$ cat config.mk
export PLATFORM = sky130hd
export DESIGN_NAME = timer_sequencer
export DESIGN_NICKNAME = d
export VERILOG_FILES = /design/src/rtl/timer_pkg.sv /design/src/rtl/tick_prescaler.sv /design/src/rtl/timer_sequencer.sv
export SDC_FILE = /design/constraint.sdc
export NUM_CORES = 1
export LEC_CHECK = 0
export BUFFER_PORTS_ARGS = -buffer_cell sky130_fd_sc_hd__buf_2
export CORE_MARGIN = 10
export CORE_UTILIZATION = 30
export DETAILED_ROUTE_END_ITERATION = 8
export GPL_ROUTABILITY_DRIVEN = 0
export PLACE_DENSITY = 0.48
export SLEW_MARGIN = 20
export SYNTH_ARGS = -nofsm -noshare
export SYNTH_HDL_FRONTEND = slang
export SYNTH_SLANG_ARGS = --single-unit
$ cat constraint.sdc
create_clock -name clk -period 5.85 [get_ports clk]
set_clock_uncertainty 0.1 [all_clocks]
set_input_delay 0.585 -clock clk [delete_from_list [all_inputs] [get_ports clk]]
set_output_delay 0.585 -clock clk [all_outputs]
set_load 0.01 [all_outputs]
$ cat src/rtl/timer_pkg.sv
// Shared definitions for the egg-timer sequencer: state codes, digit indices and defaults.
package timer_pkg;

  localparam logic [1:0] S_IDLE  = 2'd0;
  localparam logic [1:0] S_RUN   = 2'd1;
  localparam logic [1:0] S_PAUSE = 2'd2;
  localparam logic [1:0] S_ALARM = 2'd3;

  typedef enum logic [1:0] {
    StIdle  = S_IDLE,
    StRun   = S_RUN,
    StPause = S_PAUSE,
    StAlarm = S_ALARM
  } state_e;

  localparam int unsigned SEC_ONES = 0;
  localparam int unsigned SEC_TENS = 1;
  localparam int unsigned MIN_ONES = 2;
  localparam int unsigned MIN_TENS = 3;

  localparam int unsigned DEFAULT_TICK_DIV   = 1000000;
  localparam int unsigned DEFAULT_ALARM_SECS = 10;

endpackage

$ cat src/rtl/tick_prescaler.sv
// Divides clk down to a one-cycle countdown tick; holds its count while disabled.
module tick_prescaler
  import timer_pkg::*;
#(
  parameter int unsigned TICK_DIV = DEFAULT_TICK_DIV,
  parameter int unsigned PW       = $clog2(TICK_DIV)
) (
  input  logic clk,
  input  logic reset,
  input  logic en_i,
  input  logic clr_i,
  output logic tick_o
);

  localparam logic [PW-1:0] Last = PW'(TICK_DIV - 1);

  logic [PW-1:0] cnt_q, cnt_d;
  logic          tick_q, tick_d;

  always_comb begin
    cnt_d  = cnt_q;
    tick_d = 1'b0;
    if (clr_i) begin
      cnt_d = '0;
    end else if (en_i) begin
      if (cnt_q == Last) begin
        cnt_d  = '0;
        tick_d = 1'b1;
      end else begin
        cnt_d = cnt_q + PW'(1);
      end
    end
  end

  always_ff @(posedge clk or posedge reset) begin
    if (reset) begin
      cnt_q  <= '0;
      tick_q <= 1'b0;
    end else begin
      cnt_q  <= cnt_d;
      tick_q <= tick_d;
    end
  end

  assign tick_o = tick_q;

endmodule

$ cat src/rtl/timer_sequencer.sv
// MM:SS countdown control: start/pause/clear FSM, borrow cascade, alarm phase and load strobe.
module timer_sequencer
  import timer_pkg::*;
#(
  parameter int unsigned TICK_DIV   = DEFAULT_TICK_DIV,
  parameter int unsigned ALARM_SECS = DEFAULT_ALARM_SECS,
  localparam int unsigned PW        = $clog2(TICK_DIV)
) (
  input  logic       clk,
  input  logic       reset,
  input  logic       start_stop_i,
  input  logic       clear_i,
  input  logic [3:0] zero_i,
  output logic [3:0] digit_en_o,
  output logic       counter_load_o,
  output logic       running_o,
  output logic       alarm_o,
  output logic [1:0] state_o
);

  localparam int unsigned AW = $clog2(ALARM_SECS + 1);
  localparam logic [AW-1:0] AlarmLast = AW'(ALARM_SECS - 1);

  state_e        state_q, state_d;
  logic          load_q, load_d;
  logic          running_q, alarm_q;
  logic [AW-1:0] acnt_q, acnt_d;
  logic          tick, all_zero, presc_en, presc_clr, t;

  assign all_zero = &zero_i;

  always_comb begin
    state_d = state_q;
    load_d  = 1'b0;
    acnt_d  = acnt_q;
    unique case (state_q)
      StIdle: begin
        if (clear_i) begin
          load_d = 1'b1;
        end else if (start_stop_i && !all_zero) begin
          state_d = StRun;
        end
      end
      StRun: begin
        if (clear_i) begin
          load_d  = 1'b1;
          state_d = StIdle;
        end else if (start_stop_i) begin
          state_d = StPause;
        end else if (tick && all_zero) begin
          state_d = StAlarm;
          acnt_d  = '0;
        end
      end
      StPause: begin
        if (clear_i) begin
          load_d  = 1'b1;
          state_d = StIdle;
        end else if (start_stop_i) begin
          state_d = StRun;
        end
      end
      StAlarm: begin
        if (clear_i || start_stop_i) begin
          load_d  = 1'b1;
          state_d = StIdle;
        end else if (tick) begin
          if (acnt_q == AlarmLast) begin
            load_d  = 1'b1;
            state_d = StIdle;
          end else begin
            acnt_d = acnt_q + AW'(1);
          end
        end
      end
      default: state_d = StIdle;
    endcase
  end

  // A cycle consumed by start_stop/clear does not advance the prescaler, so a pause
  // freezes the partial second exactly where it was.
  assign presc_en  = ((state_q == StRun) && !start_stop_i && !clear_i) || (state_q == StAlarm);
  assign presc_clr = ((state_q == StIdle) && (state_d == StRun)) ||
                     ((state_q == StRun) && (state_d == StAlarm));

  tick_prescaler #(
    .TICK_DIV (TICK_DIV),
    .PW       (PW)
  ) u_prescaler (
    .clk    (clk),
    .reset  (reset),
    .en_i   (presc_en),
    .clr_i  (presc_clr),
    .tick_o (tick)
  );

  assign t = tick && (state_q == StRun) && !all_zero && !start_stop_i && !clear_i;

  always_comb begin
    digit_en_o           = '0;
    digit_en_o[SEC_ONES] = t;
    digit_en_o[SEC_TENS] = t && zero_i[SEC_ONES];
    digit_en_o[MIN_ONES] = t && zero_i[SEC_ONES] && zero_i[SEC_TENS];
    digit_en_o[MIN_TENS] = t && zero_i[SEC_ONES] && zero_i[SEC_TENS] && zero_i[MIN_ONES];
  end

  always_ff @(posedge clk or posedge reset) begin
    if (reset) begin
      state_q   <= StIdle;
      load_q    <= 1'b0;
      running_q <= 1'b0;
      alarm_q   <= 1'b0;
      acnt_q    <= '0;
    end else begin
      state_q   <= state_d;
      load_q    <= load_d;
      running_q <= (state_d == StRun);
      alarm_q   <= (state_d == StAlarm);
      acnt_q    <= acnt_d;
    end
  end

  assign counter_load_o = load_q;
  assign running_o      = running_q;
  assign alarm_o        = alarm_q;
  assign state_o        = state_q;

endmodule

==> flow_metrics.py, run 1 <==
metrics = {
    "routing": {
        "dr_total_vias": 1526,
        "postRouteAntennaNets": 0,
        "avgRoutedWirePerCell_um": 14.3,
        "drt_iter0_markers": 72,
        "viasPerCell": 5.28,
        "totalWireLength_mm": 4.14,
        "drcViolationCount": 0,
        "dr.pass1.iters": 4,
    },
    "critical_path": {
        "worstRegToRegCells": 5,
        "crit_family": "simple AND/OR/NAND/NOR gates",
        "critPathSlowestCell": "or4_1",
        "start_kind": "register",
        "cp_max_fo": 14,
        "arrival_ns": 2.02,
        "worstPathRequired_ns": 5.16,
        "crit_end": "digit_en_o[3]",
        "reg2reg_to": "u_prescaler.cnt_q[8]$_DFFE_PP0P_",
        "crit_start": "state_o[1]$_DFF_PP0_",
        "r2r_start": "u_prescaler.cnt_q[6]$_DFFE_PP0P_",
        "critPathMaxStageDelay_ns": 0.60,
        "crit_type": "reg -> out",
        "end_kind": "output port",
        "crit_chain": "or4_1, nor2_1, and3_1, and2_1, buf_2",
        "critical_path_buf_inv_count": 1,
        "ff2ff_setup_slack_ns": 3.41,
        "cp.depth": 5,
    },
    "placement": {
        "dp.final_hpwl_mm": 2.93,
        "port_buffers": 16,
        "placed_cell_area_um2": 1940,
        "dp_slack_ns": 3.23,
        "dp.cells": 281,
    },
    "floorplanning": {
        "core.rowCount": 28,
        "die_w_um": 97.8,
        "io_pins": 17,
        "core_region_area_um2": 5890,
        "dieArea_um2": 9570,
        "initial_core_util_pct": 30.9,
        "die_y_um": 97.8,
    },
    "synth": {
        "netlist_area_um2": 1820,
        "synth_edf_count": 0,
        "syn_inst": 198,
        "async_reset_ff_share_pct": 100,
        "synth_ff_type": "dfrtp_1",
        "synth.distinct_cells": 46,
        "synth_fp_nets": 209,
        "syn_area_per_cell_um2": 9.18,
        "synth-seq-cells": 30,
        "yosysSeqAreaShare_pct": 41.3,
        "yosys_warnings": 0,
    },
    "final_layout": {
        "fin_cells": 289,
        "postLayoutCoreUtil_pct": 34.7,
        "antenna_cells": 0,
        "final-seq-area_um2": 751,
        "area_delta_synth_final_pct": 12.5,
        "stdcell_area_um2": 2040,
        "drive_gt1_share_pct": 14.5,
        "multi_input_area_um2": 966,
        "fillerInstances": 621,
        "layout_common_cells": "dfrtp_1, nand2_1, buf_2",
        "final_common_cell": "dfrtp_1",
        "nets": 224,
    },
    "sta": {
        "setup_viol": 0,
        "max_freq_ghz": 0.370,
        "timing.setup.tns_ns": 0,
        "tightest_slew_ns": 0.983,
        "postLayoutSetupSlackWorst_ns": 3.15,
        "relSlewSlack_pct": 34.4,
        "hold_viol": 0,
        "worst_hold_slack_ns": 0.258,
        "min_period_over_period_pct": 46.2,
        "rsz0062_at_grt": "no",
        "slew_viol_final": 0,
        "finalCriticalPeriod_ns": 2.70,
    },
    "clocking": {
        "postCtsHoldBufs": 0,
        "cts_resized": 0,
        "postCtsSetupBuffers": 0,
        "clk_path_buf_depth": 2,
        "cts_made_buffers": 5,
        "cts_root_buf": "clkbuf_8",
        "htree_num_levels": 2,
        "cts_tree": "built",
        "clkLatencyLatePin_ns": 0.29,
        "numClockSinks": 30,
        "clkTransAtPathRegs_ns": 0.08,
    },
    "global_routing": {
        "antenna_found_initial": 0,
        "grt_max_degree": 31,
        "grt_pass1_wl_mm": 6.97,
        "grtUsageMet2_pct": 12.8,
        "grt_usage_pct": 8.77,
        "met1_usage_pct": 11.2,
        "grt_pass1_vias": 1379,
        "gr-total-overflow": 0,
        "grt_util_met3_pct": 3.81,
        "grt_most_used_layer": "met2",
    },
    "hold_path": {
        "hold_class": "in -> async",
    },
    "run_status": {
        "outcome": "finished, final reports clean",
    },
    "pwr": {
        "ir_worst_vdd_mv": 0.109,
        "leakagePower_nw": 0.916,
        "p_total_mw": 0.481,
        "p_per_area_nw_per_um2": 236,
    },
    "run": {
        "cap_viol_max_count": 0,
    },
}
## registers in the layout, indices dropped and copies added, names as in the netlist
signal / count
alarm_o: 1
u_prescaler.cnt_q: 20
running_o: 1
state_o: 2
counter_load_o: 1
u_prescaler.tick_o: 1
acnt_q: 4
## how the worst min path moves through the flow
stage                                             end  slack, ns  depth (start not counted)
floorplan           u_prescaler.cnt_q[19]$_DFFE_PP0P_       0.37                          1
global placement    u_prescaler.cnt_q[18]$_DFFE_PP0P_       0.39                          1
detailed placement  u_prescaler.cnt_q[18]$_DFFE_PP0P_       0.39                          1
CTS                                 alarm_o$_DFF_PP0_       0.28                          3
global route                      running_o$_DFF_PP0_       0.31                          3
finish                              alarm_o$_DFF_PP0_       0.26                          3
## synthesized netlist by cell type (2+ instances only)
master / n / area (µm²)
a21o_1: 5 / 37.5
a21oi_1: 4 / 20.0
a31oi_1: 3 / 18.8
and2_1: 2 / 12.5
and3_1: 8 / 50.1
and4_1: 5 / 43.8
buf_2: 3 / 15.0
buf_6: 3 / 33.8
clkbuf_1: 2 / 7.51
dfrtp_1: 30 / 751
ha_1: 3 / 37.5
inv_1: 10 / 37.5
nand2_1: 19 / 71.3
nand2b_1: 4 / 25.0
nand3_1: 5 / 25.0
nand3b_1: 3 / 22.5
nand4_1: 5 / 31.3
nor2_1: 14 / 52.6
nor3_1: 6 / 30.0
nor3b_1: 8 / 60.1
nor4_2: 2 / 25.0
nor4b_1: 4 / 35.0
o211ai_1: 3 / 22.5
o21a_1: 4 / 30.0
o21ai_0: 7 / 35.0
o21bai_1: 3 / 22.5
o22a_1: 3 / 26.3
o22ai_1: 3 / 18.8
o311ai_0: 2 / 17.5
o31a_1: 2 / 17.5
o31ai_1: 4 / 30.0
or2_2: 2 / 12.5
or4_1: 4 / 30.0
## cell type report
type,instances,share of cell area [%]
multi-input combinational,149,47.2
clock buffer,5,3.37
inverter,10,1.84
timing repair buffer,17,4.28
sequential,30,36.7
clock inverter,3,1.96
tap,75,4.59
## where the power goes
group / switching [mW] / total, mW / leakage (nW) / internal (mW)
Combinational: 0.0281 / 0.0462 / 0.458 / 0.0182
Clock: 0.0858 / 0.211 / 0.0579 / 0.125
Sequential: 0.00896 / 0.224 / 0.400 / 0.215
Total: 0.123 / 0.481 / 0.916 / 0.359
## worst register-to-register path, stage by stage (launching register included)
cell	delay [ns]
dfrtp_1	0.43
nor4_1	0.31
and4_1	0.26
and3_1	0.78
or2_2	0.32
o211ai_1	0.11
## layer usage
metal / part of all wire [%] / up-vias
li1: - / 766
met1: 50 / 726
met2: 43 / 28
met3: 5.2 / 6
met4: 1.4 / 0
met5: 0 / -
## logic make-up after synthesis
| group | Yosys count | share of synthesized area (%) |
|---|---|---|
| compound gates | 48 | 19.0 |
| xor+xnor | 2 | 0.964 |
| fa+ha+maj | 3 | 2.06 |
| buf+inv | 19 | 5.57 |
| flops | 30 | 41.3 |
| mux | 1 | 0.551 |
| simple gates | 95 | 30.6 |
(Power assumes the default switching activity.)
==> run 2: changes to the inputs <==
- ABC_AREA: unset -> 1
- clock period: 5.85 -> 2.8 ns (I/O delays scaled with it)
==> run 2 against run 1 <==
  * First-iteration DRC count rose by 50%
  * Core utilization is 0.33 points lower
  * Synthesized area is 15% higher
  * Worst hold slack worse by 0.016 ns
  * Via count increased by 29%
  * Critical path type unchanged
  * Critical endpoint unchanged
  * Largest cell class unchanged
==> flow_metrics.py, run 2 <==
metrics = {
    "run_status": {
        "outcome": "finished, final reports clean",
    },
    "final_layout": {
        "drive_gt1_share_pct": 12.8,
        "nets": 338,
        "area_delta_synth_final_pct": 12.1,
        "stdcell_area_um2": 2340,
        "layout_common_cells": "nand2_1, nand3_1, nor2_1",
        "largest_reg_flops": 20,
        "postLayoutCoreUtil_pct": 34.4,
        "regMostFlops": "u_prescaler.cnt_q",
        "final_common_cell": "nand2_1",
        "antenna_cells": 0,
    },
    "floorplanning": {
        "io_pins": 17,
        "initial_core_util_pct": 30.7,
        "core_region_area_um2": 6790,
        "die_w_um": 103,
        "dieArea_um2": 10700,
        "die_y_um": 103,
        "core.rowCount": 30,
    },
    "clocking": {
        "cts_resized": 0,
        "cts_tree": "built",
        "postCtsSetupBuffers": 0,
        "htree_num_levels": 2,
        "clk_path_buf_depth": 2,
        "cts_root_buf": "clkbuf_8",
        "postCtsHoldBufs": 1,
        "clkLatencyLatePin_ns": 0.29,
        "clkTransAtPathRegs_ns": 0.06,
        "cts_made_buffers": 5,
        "numClockSinks": 30,
    },
    "synth": {
        "yosys-top-cells-area": "dfrtp_1, nand2_1, nand3_1",
        "yosys_warnings": 0,
        "syn_inst": 309,
        "synth.distinct_cells": 28,
        "yosysTopAreaCell": "dfrtp_1",
        "synth_ff_type": "dfrtp_1",
        "synth-seq-cells": 30,
        "yosysSeqAreaShare_pct": 36.0,
        "netlist_area_um2": 2090,
        "ys_top_cells_by_count": "nand2_1, nand3_1, nor2_1",
        "yosysTopAreaCellShare_pct": 36.0,
        "synth_fp_nets": 320,
        "syn_area_per_cell_um2": 6.75,
        "synth.most_common_cell": "nand2_1",
        "async_reset_ff_share_pct": 100,
        "synth_edf_count": 0,
    },
    "critical_path": {
        "r2r_start": "acnt_q[0]$_DFFE_PP0P_",
        "critPathSlowestCell": "dfrtp_1",
        "critPathMaxStageDelay_ns": 0.43,
        "path_common_cell": "nand2_1",
        "worstPathRequired_ns": 2.42,
        "start_kind": "register",
        "end_kind": "output port",
        "crit_type": "reg -> out",
        "arrival_ns": 1.68,
        "reg2reg_to": "u_prescaler.cnt_q[4]$_DFFE_PP0P_",
        "crit_chain": "inv_2, nand2_1, nor2_2, nand2_2, nor2_1, nand2_1, nor3b_1, buf_2",
        "cp_max_fo": 4,
        "ff2ff_setup_slack_ns": 0.84,
        "worstRegToRegCells": 7,
    },
    "global_routing": {
        "grt_usage_pct": 10.6,
        "gr-total-overflow": 0,
        "antenna_found_initial": 0,
        "grt_pass1_wl_mm": 9.03,
        "grt_pass1_vias": 1871,
        "grt_max_degree": 31,
    },
    "pwr": {
        "leakagePower_nw": 1.12,
        "p_per_area_nw_per_um2": 395,
        "p_total_mw": 0.924,
        "ir_worst_vdd_mv": 0.129,
    },
    "sta": {
        "rsz0062_at_grt": "no",
        "max_freq_ghz": 0.486,
        "relSlewSlack_pct": 63.4,
        "setup_viol": 0,
        "postLayoutSetupSlackWorst_ns": 0.741,
        "tightest_slew_ns": 0.549,
        "finalCriticalPeriod_ns": 2.06,
        "slew_viol_final": 0,
        "hold_viol": 0,
        "timing.setup.tns_ns": 0,
        "min_period_over_period_pct": 73.5,
    },
    "routing": {
        "dr.pass1.iters": 4,
        "drcViolationCount": 0,
        "avgRoutedWirePerCell_um": 11.9,
        "drt_iter0_markers": 108,
        "totalWireLength_mm": 5.03,
        "postRouteAntennaNets": 0,
        "dr_total_vias": 1966,
        "viasPerCell": 4.64,
    },
    "placement": {
        "port_buffers": 16,
        "dp_slack_ns": 0.808,
        "placed_cell_area_um2": 2240,
        "dp.final_hpwl_mm": 3.76,
    },
    "hold_path": {
        "hold_class": "in -> reg",
        "whs_path_depth": 3,
        "hp-start": "clear_i",
        "whs_endpoint": "counter_load_o$_DFF_PP0_",
    },
    "run": {
        "cap_viol_max_count": 0,
    },
}
-- run 2: cell types whose count changed in the layout (fill, tap and decap cells not counted), moves of 5 or more --
cell | previous run | this run
nand2_1 | 19 | 83
nand3_1 | 5 | 55
nor2_1 | 14 | 44
inv_1 | 10 | 32
and3_1 | 8 | 0
nor3b_1 | 8 | 1
a21o_1 | 5 | 0
and4_1 | 5 | 0
nand2_2 | 0 | 5
xor2_1 | 1 | 6
-- run 2: cells by family (layout without fill, tap and decap cells) --
kind of cell             after synthesis  after routing  synth area share, %
XOR/XNOR                               7              7                 2.94
adder cells (fa/ha/maj)                3              3                 1.80
AO/OA/AOI/OAI                         16             16                 4.44
buffers and inverters                 43             62                 9.24
flip-flops                            30             30                 36.0
AND/OR/NAND/NOR                      210            210                 45.6
-- run 2: final cells by class --
type                       count  area, µm²
timing repair buffer          18       97.6
sequential                    30        751
inverter                      36        135
tap                           96        120
multi-input combinational    236       1140
clock buffer                   7       86.3
fill                         753       4460
clock inverter                 1       5.00
-- run 2: worst max-delay path: cells and delay by family, from the launching register on --
| family | cells | cell delay [ns] |
|---|---|---|
| simple gates | 6 | 0.70 |
| buf+inv | 2 | 0.26 |
| flops | 1 | 0.43 |
-- run 2: worst max path at each step --
stage | startpoint | cells after the start | endpoint
floorplan | state_o[1]$_DFF_PP0_ | 7 | digit_en_o[3]
global placement | acnt_q[0]$_DFFE_PP0P_ | 7 | u_prescaler.cnt_q[2]$_DFFE_PP0P_
detailed placement | acnt_q[0]$_DFFE_PP0P_ | 7 | u_prescaler.cnt_q[4]$_DFFE_PP0P_
CTS | state_o[1]$_DFF_PP0_ | 8 | digit_en_o[3]
global route | acnt_q[1]$_DFFE_PP0P_ | 8 | u_prescaler.cnt_q[10]$_DFFE_PP0P_
finish | state_o[1]$_DFF_PP0_ | 8 | digit_en_o[3]
-- run 2: layer usage --
layer	routed length (µm)	track usage, %
met1	2440	13.9
met2	2260	16.3
met3	242	2.86
met4	87	3.85
met5	0	0
-- run 2: where the power goes --
group	switching, mW	internal, mW
Combinational	0.0644	0.0270
Sequential	0.0144	0.446
Clock	0.174	0.198
Total	0.253	0.671
-- run 2: per-stage QoR --
| step | hold slack, ns | std cells |
|---|---|---|
| floorplan | 0.271 | 309 |
| global placement | 0.289 | 415 |
| detailed placement | 0.288 | 415 |
| CTS | 0.234 | 424 |
| global route | 0.267 | 424 |
| finish | 0.242 | 424 |
==> run 3: changes to the inputs <==
- ABC_AREA: 1 -> 0
- clock period: 2.8 -> 1.96 ns (I/O delays scaled with it)
==> run 3 against run 2 <==
  * The flow now finishes with violations (setup timing)
  * Core utilization grew 5.8 points
  * Non-clock buffer count grew 28
  * Clock power grew 41%
  * Flip-flop and latch count is the same
  * Routed wire length shrank 7.4%
  * Die area shrank 10%
  * Clock-buffer cell count is the same
  * Cell area grew 1.1%
  * Global-route usage shrank 1.2 points
  * Largest cell class unchanged
==> flow_metrics.py, run 3 (synthesis results as in run 1) <==
metrics = {
    "floorplanning": {
        "die_y_um": 97.8,
        "initial_core_util_pct": 30.9,
        "core.rowCount": 28,
        "die_w_um": 97.8,
        "dieArea_um2": 9570,
        "core_region_area_um2": 5890,
        "io_pins": 17,
    },
    "hold_path": {
        "hold_class": "in -> reg",
        "whs_endpoint": "counter_load_o$_DFF_PP0_",
        "hp-start": "clear_i",
        "whs_path_depth": 2,
    },
    "clocking": {
        "cts_root_buf": "clkbuf_8",
        "numClockSinks": 30,
        "clk_path_buf_depth": 2,
        "htree_num_levels": 2,
        "clkTransAtPathRegs_ns": 0.07,
        "cts_tree": "built",
        "clkLatencyLatePin_ns": 0.28,
        "cts_made_buffers": 5,
    },
    "placement": {
        "dp.final_hpwl_mm": 3.39,
        "port_buffers": 16,
        "dp.cells": 304,
    },
    "run_status": {
        "outcome": "complete, but fails checks",
        "violations": "setup timing",
    },
    "routing": {
        "drcViolationCount": 0,
        "viasPerCell": 5.18,
        "dr_total_vias": 1648,
        "totalWireLength_mm": 4.66,
        "drt_iter0_markers": 87,
        "postRouteAntennaNets": 0,
        "dr.pass1.iters": 4,
        "avgRoutedWirePerCell_um": 14.7,
    },
    "critical_path": {
        "cp_max_fo": 2,
        "start_kind": "register",
        "ff2ff_setup_slack_ns": 0.07,
        "worstPathRequired_ns": 1.66,
        "worstRegToRegCells": 8,
        "r2r_start": "u_prescaler.cnt_q[1]$_DFFE_PP0P_",
        "crit_chain": "or4_4, nor2_4, and3_4, and2_1, buf_2",
        "end_kind": "output port",
        "reg2reg_to": "u_prescaler.cnt_q[18]$_DFFE_PP0P_",
        "critPathSlowestCell": "or4_4",
        "critPathMaxStageDelay_ns": 0.55,
        "arrival_ns": 1.74,
        "crit_type": "reg -> out",
    },
    "final_layout": {
        "largest_reg_flops": 20,
        "antenna_cells": 0,
        "fillerInstances": 603,
        "final-seq-area_um2": 751,
        "regMostFlops": "u_prescaler.cnt_q",
        "drive_gt1_share_pct": 30.0,
        "layout_common_cells": "dfrtp_1, buf_4, nand2_1",
        "multi_input_area_um2": 1060,
        "area_delta_synth_final_pct": 30.0,
        "final_common_cell": "dfrtp_1",
        "fin_cells": 318,
        "nets": 253,
    },
    "run": {
        "cap_viol_max_count": 0,
    },
    "global_routing": {
        "antenna_found_initial": 0,
        "grt_pass1_vias": 1581,
        "grt_max_degree": 31,
        "grt_usage_pct": 9.42,
        "grt_pass1_wl_mm": 7.62,
        "gr-total-overflow": 0,
    },
    "sta": {
        "tightest_slew_ns": 0.483,
        "slew_viol_final": 0,
        "rsz0062_at_grt": "yes",
        "relSlewSlack_pct": 67.8,
        "max_freq_ghz": 0.492,
        "finalCriticalPeriod_ns": 2.03,
        "min_period_over_period_pct": 104,
        "hold_viol": 0,
        "setup_viol": 2,
        "postLayoutSetupSlackWorst_ns": -0.0724,
    },
    "pwr": {
        "ir_worst_vdd_mv": 0.278,
        "p_per_area_nw_per_um2": 580,
        "leakagePower_nw": 1.07,
        "p_total_mw": 1.37,
    },
}
run 3: changes by cell type in the layout (fill, tap and decap cells not counted), moves of 4 or more:
cell and delta:
a21o_1 +5, o31ai_1 +4, inv_1 -23, and4_1 +4, and3_1 +5, nand2b_1 +4
buf_4 +25, nand3_1 -51, nor3b_1 +6, xor2_1 -5, o21a_1 +4, nor2_1 -32
nand2_2 -5, nand2_1 -64
run 3: power breakdown:
part	internal (mW)	switching, mW	total (mW)
clock network	0.283	0.239	0.523
registers	0.643	0.0211	0.664
logic	0.0794	0.104	0.183
total	1.01	0.365	1.37
run 3: what timing repair did:
action	CTS	global route
cloned	0	0
gates resized for setup	4	18
buffers inserted	2	3
hold endpoints to repair	30	0
endpoints found under the setup margin	4	16
pin swaps	0	3
hold buffers	1	0
run 3: critical path, delay by kind of cell (launching register included):
kind,cells,cell delay [ns]
and+or+nand+nor,4,0.94
DFF,1,0.40
buffers and inverters,1,0.12
run 3: worst max path at each step:
stage / start / endpoint / slack [ns]
global route: state_o[1]$_DFF_PP0_ / digit_en_o[3] / -0.13
floorplan: state_o[0]$_DFF_PP0_ / digit_en_o[3] / 0.08
detailed placement: u_prescaler.cnt_q[1]$_DFFE_PP0P_ / u_prescaler.cnt_q[18]$_DFFE_PP0P_ / -0.006
finish: state_o[1]$_DFF_PP0_ / digit_en_o[3] / -0.07
global placement: u_prescaler.cnt_q[1]$_DFFE_PP0P_ / u_prescaler.cnt_q[18]$_DFFE_PP0P_ / 0.01
CTS: state_o[1]$_DFF_PP0_ / digit_en_o[3] / -0.09
run 3: area by class of cell:
class,count,area share (%)
clock buffer,7,3.65
clock inverter,1,0.212
inverter,10,1.59
multi-input combinational,149,44.9
sequential,30,31.8
tap,75,3.97
timing repair buffer,46,13.9
run 3: through the flow:
| step | utilization [%] | hold slack, ns | cell area [µm²] | setup TNS, ns | worst slack (ns) |
|---|---|---|---|---|---|
| CTS | 38.3 | 0.0992 | 2250 | -0.0902 | -0.0902 |
| detailed placement | 36.0 | 0.214 | 2120 | -0.00588 | -0.00588 |
| global placement | 36.0 | 0.209 | 2120 | 0 | 0.0147 |
| finish | 40.2 | 0.111 | 2360 | -0.0730 | -0.0724 |
| global route | 40.2 | 0.128 | 2360 | -0.218 | -0.125 |
| floorplan | - | 0.187 | 1820 | 0 | 0.0780 |
run 3: layer usage:
layer | global-route usage [%] | share of wire [%] | up-vias
met2 | 14.5 | 47 | 32
met3 | 2.89 | 4.6 | 5
met1 | 12.1 | 47 | 788
met4 | 3.47 | 0.99 | 0
li1 | - | - | 823
met5 | 0 | 0 | -
